[src/rtl/multicycle_control_if.sv]
// Control bus between the multi-cycle MIPS main controller (master) and the datapath (slave).
// Carries the opcode/flag/handshake inputs and every mux select and write strobe.
interface multicycle_control_if #(
    parameter int unsigned STATE_W = 4
);
    logic [5:0]         Opcode;
    logic               Zero_Flag;
    logic               Mem_Ready;
    logic [1:0]         ALU_op;
    logic               ALUSrcA;
    logic [1:0]         ALUSrcB;
    logic               IorD;
    logic               MemRead;
    logic               MemWrite;
    logic               IRWrite;
    logic               MemtoReg;
    logic               RegDst;
    logic               RegWrite;
    logic [1:0]         PCSource;
    logic               PC_En;
    logic               Illegal_Op;
    logic [STATE_W-1:0] State;

    modport master (
        input  Opcode, Zero_Flag, Mem_Ready,
        output ALU_op, ALUSrcA, ALUSrcB, IorD, MemRead, MemWrite, IRWrite,
               MemtoReg, RegDst, RegWrite, PCSource, PC_En, Illegal_Op, State
    );

    modport slave (
        output Opcode, Zero_Flag, Mem_Ready,
        input  ALU_op, ALUSrcA, ALUSrcB, IorD, MemRead, MemWrite, IRWrite,
               MemtoReg, RegDst, RegWrite, PCSource, PC_En, Illegal_Op, State
    );
endinterface

[src/rtl/multicycle_control.sv]
// Main Moore control FSM of the multi-cycle MIPS datapath (fetch/decode/execute/mem/writeback).
// Optional macro ADDI_SUPPORT_EN adds the addi execute/writeback states.
module multicycle_control #(
    parameter int unsigned STATE_W = 4
) (
    input  logic                   Clk,
    input  logic                   Rst_n,
    multicycle_control_if.master   ctl_io
);

    localparam logic [5:0] OpRType = 6'b000000;
    localparam logic [5:0] OpLw    = 6'b100011;
    localparam logic [5:0] OpSw    = 6'b101011;
    localparam logic [5:0] OpBeq   = 6'b000100;
    localparam logic [5:0] OpJ     = 6'b000010;
`ifdef ADDI_SUPPORT_EN
    localparam logic [5:0] OpAddi  = 6'b001000;
`endif

    typedef enum logic [3:0] {
        StReset    = 4'd0,
        StFetch    = 4'd1,
        StDecode   = 4'd2,
        StMemAddr  = 4'd3,
        StMemRead  = 4'd4,
        StMemWb    = 4'd5,
        StMemWrite = 4'd6,
        StExecute  = 4'd7,
        StRWb      = 4'd8,
        StBranch   = 4'd9,
        StJump     = 4'd10
`ifdef ADDI_SUPPORT_EN
        ,
        StAddiExec = 4'd11,
        StAddiWb   = 4'd12
`endif
    } state_e;

    state_e state_q, state_d;
    logic   pc_write;
    logic   pc_write_cond;

    always_ff @(posedge Clk or negedge Rst_n) begin
        if (!Rst_n) begin
            state_q <= StReset;
        end else begin
            state_q <= state_d;
        end
    end

    always_comb begin
        state_d = StReset;
        case (state_q)
            StReset:    state_d = StFetch;
            StFetch:    state_d = ctl_io.Mem_Ready ? StDecode : StFetch;
            StDecode: begin
                case (ctl_io.Opcode)
                    OpLw, OpSw: state_d = StMemAddr;
                    OpRType:    state_d = StExecute;
                    OpBeq:      state_d = StBranch;
                    OpJ:        state_d = StJump;
`ifdef ADDI_SUPPORT_EN
                    OpAddi:     state_d = StAddiExec;
`endif
                    default:    state_d = StFetch;
                endcase
            end
            StMemAddr: begin
                if (ctl_io.Opcode == OpLw) begin
                    state_d = StMemRead;
                end else if (ctl_io.Opcode == OpSw) begin
                    state_d = StMemWrite;
                end else begin
                    state_d = StFetch;
                end
            end
            StMemRead:  state_d = ctl_io.Mem_Ready ? StMemWb : StMemRead;
            StMemWb:    state_d = StFetch;
            StMemWrite: state_d = ctl_io.Mem_Ready ? StFetch : StMemWrite;
            StExecute:  state_d = StRWb;
            StRWb:      state_d = StFetch;
            StBranch:   state_d = StFetch;
            StJump:     state_d = StFetch;
`ifdef ADDI_SUPPORT_EN
            StAddiExec: state_d = StAddiWb;
            StAddiWb:   state_d = StFetch;
`endif
            // Unused encodings recover through RESET.
            default:    state_d = StReset;
        endcase
    end

    always_comb begin
        ctl_io.ALU_op     = 2'b00;
        ctl_io.ALUSrcA    = 1'b0;
        ctl_io.ALUSrcB    = 2'b00;
        ctl_io.IorD       = 1'b0;
        ctl_io.MemRead    = 1'b0;
        ctl_io.MemWrite   = 1'b0;
        ctl_io.IRWrite    = 1'b0;
        ctl_io.MemtoReg   = 1'b0;
        ctl_io.RegDst     = 1'b0;
        ctl_io.RegWrite   = 1'b0;
        ctl_io.PCSource   = 2'b00;
        ctl_io.Illegal_Op = 1'b0;
        pc_write          = 1'b0;
        pc_write_cond     = 1'b0;
        case (state_q)
            StFetch: begin
                ctl_io.MemRead = 1'b1;
                ctl_io.ALUSrcB = 2'b01;
                // Instruction load and PC+4 commit only on the completing cycle.
                ctl_io.IRWrite = ctl_io.Mem_Ready;
                pc_write       = ctl_io.Mem_Ready;
            end
            StDecode: begin
                ctl_io.ALUSrcB = 2'b11;
                case (ctl_io.Opcode)
                    OpLw, OpSw, OpRType, OpBeq, OpJ: ctl_io.Illegal_Op = 1'b0;
`ifdef ADDI_SUPPORT_EN
                    OpAddi:  ctl_io.Illegal_Op = 1'b0;
`endif
                    default: ctl_io.Illegal_Op = 1'b1;
                endcase
            end
            StMemAddr: begin
                ctl_io.ALUSrcA = 1'b1;
                ctl_io.ALUSrcB = 2'b10;
            end
            StMemRead: begin
                ctl_io.MemRead = 1'b1;
                ctl_io.IorD    = 1'b1;
            end
            StMemWb: begin
                ctl_io.RegWrite = 1'b1;
                ctl_io.MemtoReg = 1'b1;
            end
            StMemWrite: begin
                ctl_io.MemWrite = 1'b1;
                ctl_io.IorD     = 1'b1;
            end
            StExecute: begin
                ctl_io.ALUSrcA = 1'b1;
                ctl_io.ALU_op  = 2'b10;
            end
            StRWb: begin
                ctl_io.RegWrite = 1'b1;
                ctl_io.RegDst   = 1'b1;
            end
            StBranch: begin
                ctl_io.ALUSrcA  = 1'b1;
                ctl_io.ALU_op   = 2'b01;
                ctl_io.PCSource = 2'b01;
                pc_write_cond   = 1'b1;
            end
            StJump: begin
                ctl_io.PCSource = 2'b10;
                pc_write        = 1'b1;
            end
`ifdef ADDI_SUPPORT_EN
            StAddiExec: begin
                ctl_io.ALUSrcA = 1'b1;
                ctl_io.ALUSrcB = 2'b10;
            end
            StAddiWb: begin
                ctl_io.RegWrite = 1'b1;
            end
`endif
            default: begin
                pc_write = 1'b0;
            end
        endcase
        ctl_io.PC_En = pc_write | (pc_write_cond & ctl_io.Zero_Flag);
        ctl_io.State = STATE_W'(state_q);
    end

endmodule

[src/flat_wrapper.sv]
// flat-port wrapper written by rule: the top's interface ports become plain ports
module multicycle_control_flat 
#(
    parameter int unsigned STATE_W = 4
)
  (Clk, Rst_n, ctl_io_Opcode, ctl_io_Zero_Flag, ctl_io_Mem_Ready, ctl_io_ALU_op, ctl_io_ALUSrcA, ctl_io_ALUSrcB, ctl_io_IorD, ctl_io_MemRead, ctl_io_MemWrite, ctl_io_IRWrite, ctl_io_MemtoReg, ctl_io_RegDst, ctl_io_RegWrite, ctl_io_PCSource, ctl_io_PC_En, ctl_io_Illegal_Op, ctl_io_State);
  multicycle_control_if #(.STATE_W(STATE_W)) ctl_io_i ();
  input  logic Clk;
  input  logic Rst_n;
  input wire logic [$bits(ctl_io_i.Opcode)-1:0] ctl_io_Opcode;
  input wire logic [$bits(ctl_io_i.Zero_Flag)-1:0] ctl_io_Zero_Flag;
  input wire logic [$bits(ctl_io_i.Mem_Ready)-1:0] ctl_io_Mem_Ready;
  output wire logic [$bits(ctl_io_i.ALU_op)-1:0] ctl_io_ALU_op;
  output wire logic [$bits(ctl_io_i.ALUSrcA)-1:0] ctl_io_ALUSrcA;
  output wire logic [$bits(ctl_io_i.ALUSrcB)-1:0] ctl_io_ALUSrcB;
  output wire logic [$bits(ctl_io_i.IorD)-1:0] ctl_io_IorD;
  output wire logic [$bits(ctl_io_i.MemRead)-1:0] ctl_io_MemRead;
  output wire logic [$bits(ctl_io_i.MemWrite)-1:0] ctl_io_MemWrite;
  output wire logic [$bits(ctl_io_i.IRWrite)-1:0] ctl_io_IRWrite;
  output wire logic [$bits(ctl_io_i.MemtoReg)-1:0] ctl_io_MemtoReg;
  output wire logic [$bits(ctl_io_i.RegDst)-1:0] ctl_io_RegDst;
  output wire logic [$bits(ctl_io_i.RegWrite)-1:0] ctl_io_RegWrite;
  output wire logic [$bits(ctl_io_i.PCSource)-1:0] ctl_io_PCSource;
  output wire logic [$bits(ctl_io_i.PC_En)-1:0] ctl_io_PC_En;
  output wire logic [$bits(ctl_io_i.Illegal_Op)-1:0] ctl_io_Illegal_Op;
  output wire logic [$bits(ctl_io_i.State)-1:0] ctl_io_State;
  assign ctl_io_i.Opcode = ctl_io_Opcode;
  assign ctl_io_i.Zero_Flag = ctl_io_Zero_Flag;
  assign ctl_io_i.Mem_Ready = ctl_io_Mem_Ready;
  assign ctl_io_ALU_op = ctl_io_i.ALU_op;
  assign ctl_io_ALUSrcA = ctl_io_i.ALUSrcA;
  assign ctl_io_ALUSrcB = ctl_io_i.ALUSrcB;
  assign ctl_io_IorD = ctl_io_i.IorD;
  assign ctl_io_MemRead = ctl_io_i.MemRead;
  assign ctl_io_MemWrite = ctl_io_i.MemWrite;
  assign ctl_io_IRWrite = ctl_io_i.IRWrite;
  assign ctl_io_MemtoReg = ctl_io_i.MemtoReg;
  assign ctl_io_RegDst = ctl_io_i.RegDst;
  assign ctl_io_RegWrite = ctl_io_i.RegWrite;
  assign ctl_io_PCSource = ctl_io_i.PCSource;
  assign ctl_io_PC_En = ctl_io_i.PC_En;
  assign ctl_io_Illegal_Op = ctl_io_i.Illegal_Op;
  assign ctl_io_State = ctl_io_i.State;
  multicycle_control #(.STATE_W(STATE_W)) u_core (.Clk(Clk), .Rst_n(Rst_n), .ctl_io(ctl_io_i));
endmodule
[config.mk]
export PLATFORM = sky130hd
export DESIGN_NAME = multicycle_control_flat
export DESIGN_NICKNAME = d
export VERILOG_FILES = /design/src/rtl/multicycle_control_if.sv /design/src/rtl/multicycle_control.sv /design/src/flat_wrapper.sv
export SDC_FILE = /design/constraint.sdc
export NUM_CORES = 1
export LEC_CHECK = 0
export ABC_AREA = 1
export CAP_MARGIN = 20
export CORE_MARGIN = 2
export CORE_UTILIZATION = 30
export DETAILED_ROUTE_END_ITERATION = 12
export GPL_TIMING_DRIVEN = 0
export PLACE_DENSITY = 0.7
export RECOVER_POWER = 25
export SLEW_MARGIN = 20
export SYNTH_ARGS = -nofsm -noshare
export SYNTH_HDL_FRONTEND = slang
export SYNTH_SLANG_ARGS = --single-unit
[constraint.sdc]
create_clock -name Clk -period 1.2 [get_ports Clk]
set_clock_uncertainty 0.15 [all_clocks]
set_input_delay 0.24 -clock Clk [delete_from_list [all_inputs] [get_ports Clk]]
set_output_delay 0.24 -clock Clk [all_outputs]
set_load 0.005 [all_outputs]
==> flow_metrics.env, run 1 <==
export IMPL_drt_iter0_markers=25
export IMPL_critPathRequiredTime_ns=0.81
export IMPL_yosysTopAreaCell="dfrtp_1"
export IMPL_syn2layout_area_growth_pct=177.4
export IMPL_final_cell_mix="buf_4, buf_6, nand2_1"
export IMPL_path_clk_slew_ns=0.05
export IMPL_total_power_uw=1810
export IMPL_via_per_inst=5.431
export IMPL_die_w_um=42.91
export IMPL_synth_area_leaders="dfrtp_1, nand2_1, nor2_1, nand3_1, inv_1"
export IMPL_yosys_register_bits=4
export IMPL_cp_arrival_ns=1.41
export IMPL_hp_class="input pin to async pin"
export IMPL_violations="setup timing"
export IMPL_syn_inst=85
export IMPL_root_buffer="clkbuf_4"
export IMPL_p_per_area_mw_per_mm2=1437
export IMPL_ir_drop_uv=962.2
export IMPL_cts_tree="built"
export IMPL_grt_max_degree=6
export IMPL_p_leak_uw=0.0007099
export IMPL_clkSinkCount=4
export IMPL_grt_pass1_vias=899
export IMPL_place_gp_congestion=0.8175
export IMPL_slew_headroom_pct=77.85
export IMPL_row_count=14
export IMPL_largest_reg_flops=4
export IMPL_fmax_mhz=555.4
export IMPL_numCtsBuffers=3
export IMPL_drc=0
export IMPL_min_period_over_period_pct=150.0
export IMPL_n_antenna_cell=0
export IMPL_yosysTopAreaCellShare_pct=22.04
export IMPL_seq_area_frac_synth_pct=22.04
export IMPL_cp_start_kind="register"
export IMPL_worst_path_max_delay_cell="dfrtp_2"
export IMPL_ioPinCount=30
export IMPL_yosysUniqueCellTypes=13
export IMPL_num_nets_final=170
export IMPL_yosysWarnings=0
export IMPL_hpwl_um=1102
export IMPL_hold_violations=0
export IMPL_worst_slew_pin_slew_ns=0.3314
export IMPL_rsz0062_at_grt="true"
export IMPL_routed_wl_um=3093
export IMPL_drive_above_1_share_pct=64.56
export IMPL_antenna_found_initial=0
export IMPL_r2r_slack_ns=-0.36
export IMPL_critical_path_max_stage_delay_ns=0.45
export IMPL_timing_hold_ws_ns=0.1368
export IMPL_cap_violations=0
export IMPL_critPathMaxFanout=3
export IMPL_outcome="finished, violations left"
export IMPL_post_route_worst_setup_slack_ns=-0.6005
export IMPL_final_common_cell="buf_4"
export IMPL_setup_viol=24
export IMPL_crit_chain="nor2_4 > buf_4 > nand2_2 > o21ai_0 > buf_2"
export IMPL_period_needed_ns=1.800
export IMPL_clock_latency_ns=0.25
export IMPL_start_util_pct=31.24
export IMPL_worstSetupEndpointType="primary output"
export IMPL_path_class="register to primary output"
export IMPL_drv_slew=0
export IMPL_synth_cell_area_um2=454.2
export IMPL_vias=945
export IMPL_grt_first_pass_wirelength_um=4146
export IMPL_cts_htree_levels=1
export IMPL_overflow=0
export IMPL_ant_nets=0
export IMPL_die_height_um=42.91
export IMPL_syn_nets=95
export IMPL_core_area_mm2=0.001454
export IMPL_dpl_worst_slack_ns=-0.8458
export IMPL_cts_max_path_buffers=2
export IMPL_portBuffers=29
export IMPL_dr_pass1_iters=4
export IMPL_syn_avg_cell_area_um2=5.343
export IMPL_grt_usage_pct=32.26
export IMPL_dieArea_mm2=0.001841
export IMPL_drt_wirelength_per_cell_um=17.78
## final timing paths
kind | start | end | cells after the start
max | u_core.ctl_io.State[3] | ctl_io_ALUSrcB[0] | 5
min | Rst_n | u_core.ctl_io.State[1] | 1
max reg2reg | u_core.ctl_io.State[1] | u_core.ctl_io.State[0] | 8
min reg2reg | u_core.ctl_io.State[3] | u_core.ctl_io.State[3] | 4
max in group asynchronous | Rst_n | u_core.ctl_io.State[0] | 1
min in group Clk | ctl_io_Opcode[2] | u_core.ctl_io.State[2] | 4
## where the power goes
group / internal [uW] / total [uW] / switching [uW]
Combinational: 725 / 1390 / 663
Clock: 113 / 192 / 78.1
Sequential: 172 / 231 / 58.7
## logic make-up (layout without fill, tap and decap cells)
kind of cell	count (synthesis)	after routing	synth area share, %
and+or+nand+nor	63	63	62.26
DFF	4	4	22.04
AOI/OAI and AO/OA	3	3	3.305
buffers and inverters	15	88	12.40
## area by class of cell
class	instances	area [um2]
clock buffers	3	22.52
fillers	68	193.9
inverters	15	68.82
multi-input cells	66	444.2
flip-flops and latches	4	105.1
well taps	16	20.02
repair buffers	70	599.3
## through the flow
step,std cells,util [%],TNS (ns),cell area (um2)
2_1_floorplan,85,-,-0.2120,459.2
3_3_place_gp,130,52.93,-10.33,769.5
3_5_place_dp,130,52.93,-10.48,769.5
4_1_cts,171,82.10,-8.535,1194
5_1_grt,174,86.66,-11.51,1260
6_report,174,86.66,-10.60,1260
## routing by layer
layer  vias up  wire (um)  global-route usage, %
li1        412          -                      -
met1       440       1114                  32.39
met2        73       1529                  57.27
met3        20        241                  6.809
met4         0        208                  23.75
met5         -          0                      0
## Yosys cell counts
| cell type | instances |
|---|---|
| o21ai_0 | 3 |
| nand3b_1 | 1 |
| nand2_1 | 26 |
| nand2_2 | 1 |
| nor2_1 | 17 |
| nor2_4 | 2 |
| nor3_1 | 3 |
| nand3_1 | 9 |
| inv_1 | 9 |
| dfrtp_1 | 4 |
| nand4_1 | 2 |
| nor2_2 | 2 |
| inv_2 | 6 |
## repair_timing
item / 4_1_cts / 5_1_grt
buffers inserted: 41 / 7
hold buffers: 0 / 0
setup endpoints to repair: 24 / 24
gates resized for setup: 117 / 26
pin swaps: 21 / 13
cloned: 0 / 0
## critical path, delay by kind of cell (launching register included)
kind,cells,cell delay [ns]
AO/OA/AOI/OAI,1,0.11
AND/OR/NAND/NOR,2,0.28
buffers and inverters,2,0.32
flip-flops,1,0.45
Power figures use the tool's default switching activity.
==> inputs of run 2 (changes only) <==
Settings changed: CAP_MARGIN 20 to 25, PLACE_DENSITY 0.7 to 0.72.
==> flow_metrics.env, run 2 (synthesis results as in run 1) <==
export IMPL_critical_path_max_stage_delay_ns=0.45
export IMPL_violations="setup timing"
export IMPL_grt_first_pass_wirelength_um=3498
export IMPL_cp_start_kind="register"
export IMPL_grt_pass1_vias=787
export IMPL_drv_slew=0
export IMPL_worst_path_max_delay_cell="dfrtp_2"
export IMPL_cp_arrival_ns=1.38
export IMPL_cts_htree_levels=1
export IMPL_ir_drop_uv=1145
export IMPL_syn2layout_area_growth_pct=163.9
export IMPL_cap_violations=0
export IMPL_routed_wl_um=2596
export IMPL_cts_tree="built"
export IMPL_path_clk_slew_ns=0.04
export IMPL_root_buffer="clkbuf_4"
export IMPL_min_period_over_period_pct=147.3
export IMPL_final_cell_mix="buf_6, nand2_1, buf_4"
export IMPL_num_nets_final=163
export IMPL_start_util_pct=31.24
export IMPL_vias=864
export IMPL_drive_above_1_share_pct=64.24
export IMPL_holdBufCountCts=0
export IMPL_dr_pass1_iters=4
export IMPL_crit_chain="buf_6 > buf_6 > nor2_4 > nand2_2 > nand2_1 > buf_2"
export IMPL_die_w_um=42.91
export IMPL_n_antenna_cell=0
export IMPL_clkSinkCount=4
export IMPL_fmax_mhz=565.7
export IMPL_via_per_inst=5.174
export IMPL_worstSetupEndpointType="primary output"
export IMPL_drt_iter0_markers=9
export IMPL_critPathMaxFanout=4
export IMPL_dieArea_mm2=0.001841
export IMPL_hold_violations=0
export IMPL_rsz0062_at_grt="true"
export IMPL_outcome="finished, violations left"
export IMPL_slew_headroom_pct=87.12
export IMPL_path_class="register to primary output"
export IMPL_grt_usage_pct=25.77
export IMPL_drt_wirelength_per_cell_um=15.54
export IMPL_setup_tns_ns=-9.228
export IMPL_grt_max_degree=6
export IMPL_total_power_uw=1645
export IMPL_clock_latency_ns=0.24
export IMPL_ff2ff_path_depth=9
export IMPL_antenna_found_initial=0
export IMPL_row_count=14
export IMPL_period_needed_ns=1.768
export IMPL_drc=0
export IMPL_cpMostUsedCell="buf_6"
export IMPL_overflow=0
export IMPL_critPathRequiredTime_ns=0.81
export IMPL_final_common_cell="buf_6"
export IMPL_ant_nets=0
export IMPL_die_height_um=42.91
export IMPL_numCtsBuffers=3
export IMPL_ioPinCount=30
export IMPL_cts_max_path_buffers=2
export IMPL_worst_slew_pin_slew_ns=0.1912
export IMPL_largest_reg_flops=4
export IMPL_hpwl_um=1100
export IMPL_setup_viol=24
export IMPL_portBuffers=29
export IMPL_p_leak_uw=0.0006749
export IMPL_post_route_worst_setup_slack_ns=-0.5677
export IMPL_place_gp_congestion=0.7638
export IMPL_core_area_mm2=0.001454
export IMPL_p_per_area_mw_per_mm2=1373
export IMPL_hp_class="input pin to async pin"
[run 2: repair_timing]
action | CTS | global route
pin swaps | 17 | 9
setup buffers | 28 | 7
resized for setup | 122 | 27
setup endpoints to repair | 24 | 24
[run 2: layout make-up]
class	count	area, um2
repair buffers	63	550.5
clock buffers	3	22.52
fillers	85	255.2
flip-flops and latches	4	105.1
multi-input cells	66	439.2
well taps	16	20.02
inverters	15	61.31
[run 2: metrics by stage]
stage | cell area, um2 | hold WS, ns | std cells | worst slack, ns | util [%]
final | 1199 | 0.1246 | 167 | -0.5677 | 82.44
after global routing | 1199 | 0.1405 | 167 | -0.6000 | 82.44
after CTS | 1070 | 0.05698 | 161 | -0.4646 | 73.58
after detailed placement | 769.5 | 0.2996 | 130 | -0.8360 | 52.93
after global placement | 769.5 | 0.2953 | 130 | -0.8236 | 52.93
after floorplan | 459.2 | -0.2056 | 85 | -0.1300 | -
[run 2: layer usage]
layer,vias to the layer above,routed length [um],global-route usage [%]
met3,10,177,6.383
met2,55,1392,49.70
li1,394,-,-
met4,0,77,11.25
met5,-,0,0
met1,405,948,25.13
[run 2: path summary, 6_finish.rpt]
path	from	end	slack, ns
worst max-delay path	u_core.ctl_io.State[3]	ctl_io_RegWrite	-0.57
worst min-delay path	Rst_n	u_core.ctl_io.State[1]	0.12
worst max register to register	u_core.ctl_io.State[0]	u_core.ctl_io.State[0]	-0.44
worst min register to register	u_core.ctl_io.State[3]	u_core.ctl_io.State[3]	0.68
max in group asynchronous	Rst_n	u_core.ctl_io.State[0]	0.58
min in group Clk	ctl_io_Opcode[1]	u_core.ctl_io.State[1]	0.34
[run 2: power by group]
| group | switching [uW] | leakage (uW) | internal (uW) |
|---|---|---|---|
| Clock | 59.1 | 0.0000138 | 112 |
| Sequential | 70.4 | 0.0000465 | 173 |
| Combinational | 589 | 0.000615 | 642 |
[run 2: critical path: cells and delay by family (launching register included)]
kind,cells,cell delay (ns)
AND/OR/NAND/NOR,3,0.31
flip-flops,1,0.45
buffers and inverters,3,0.37
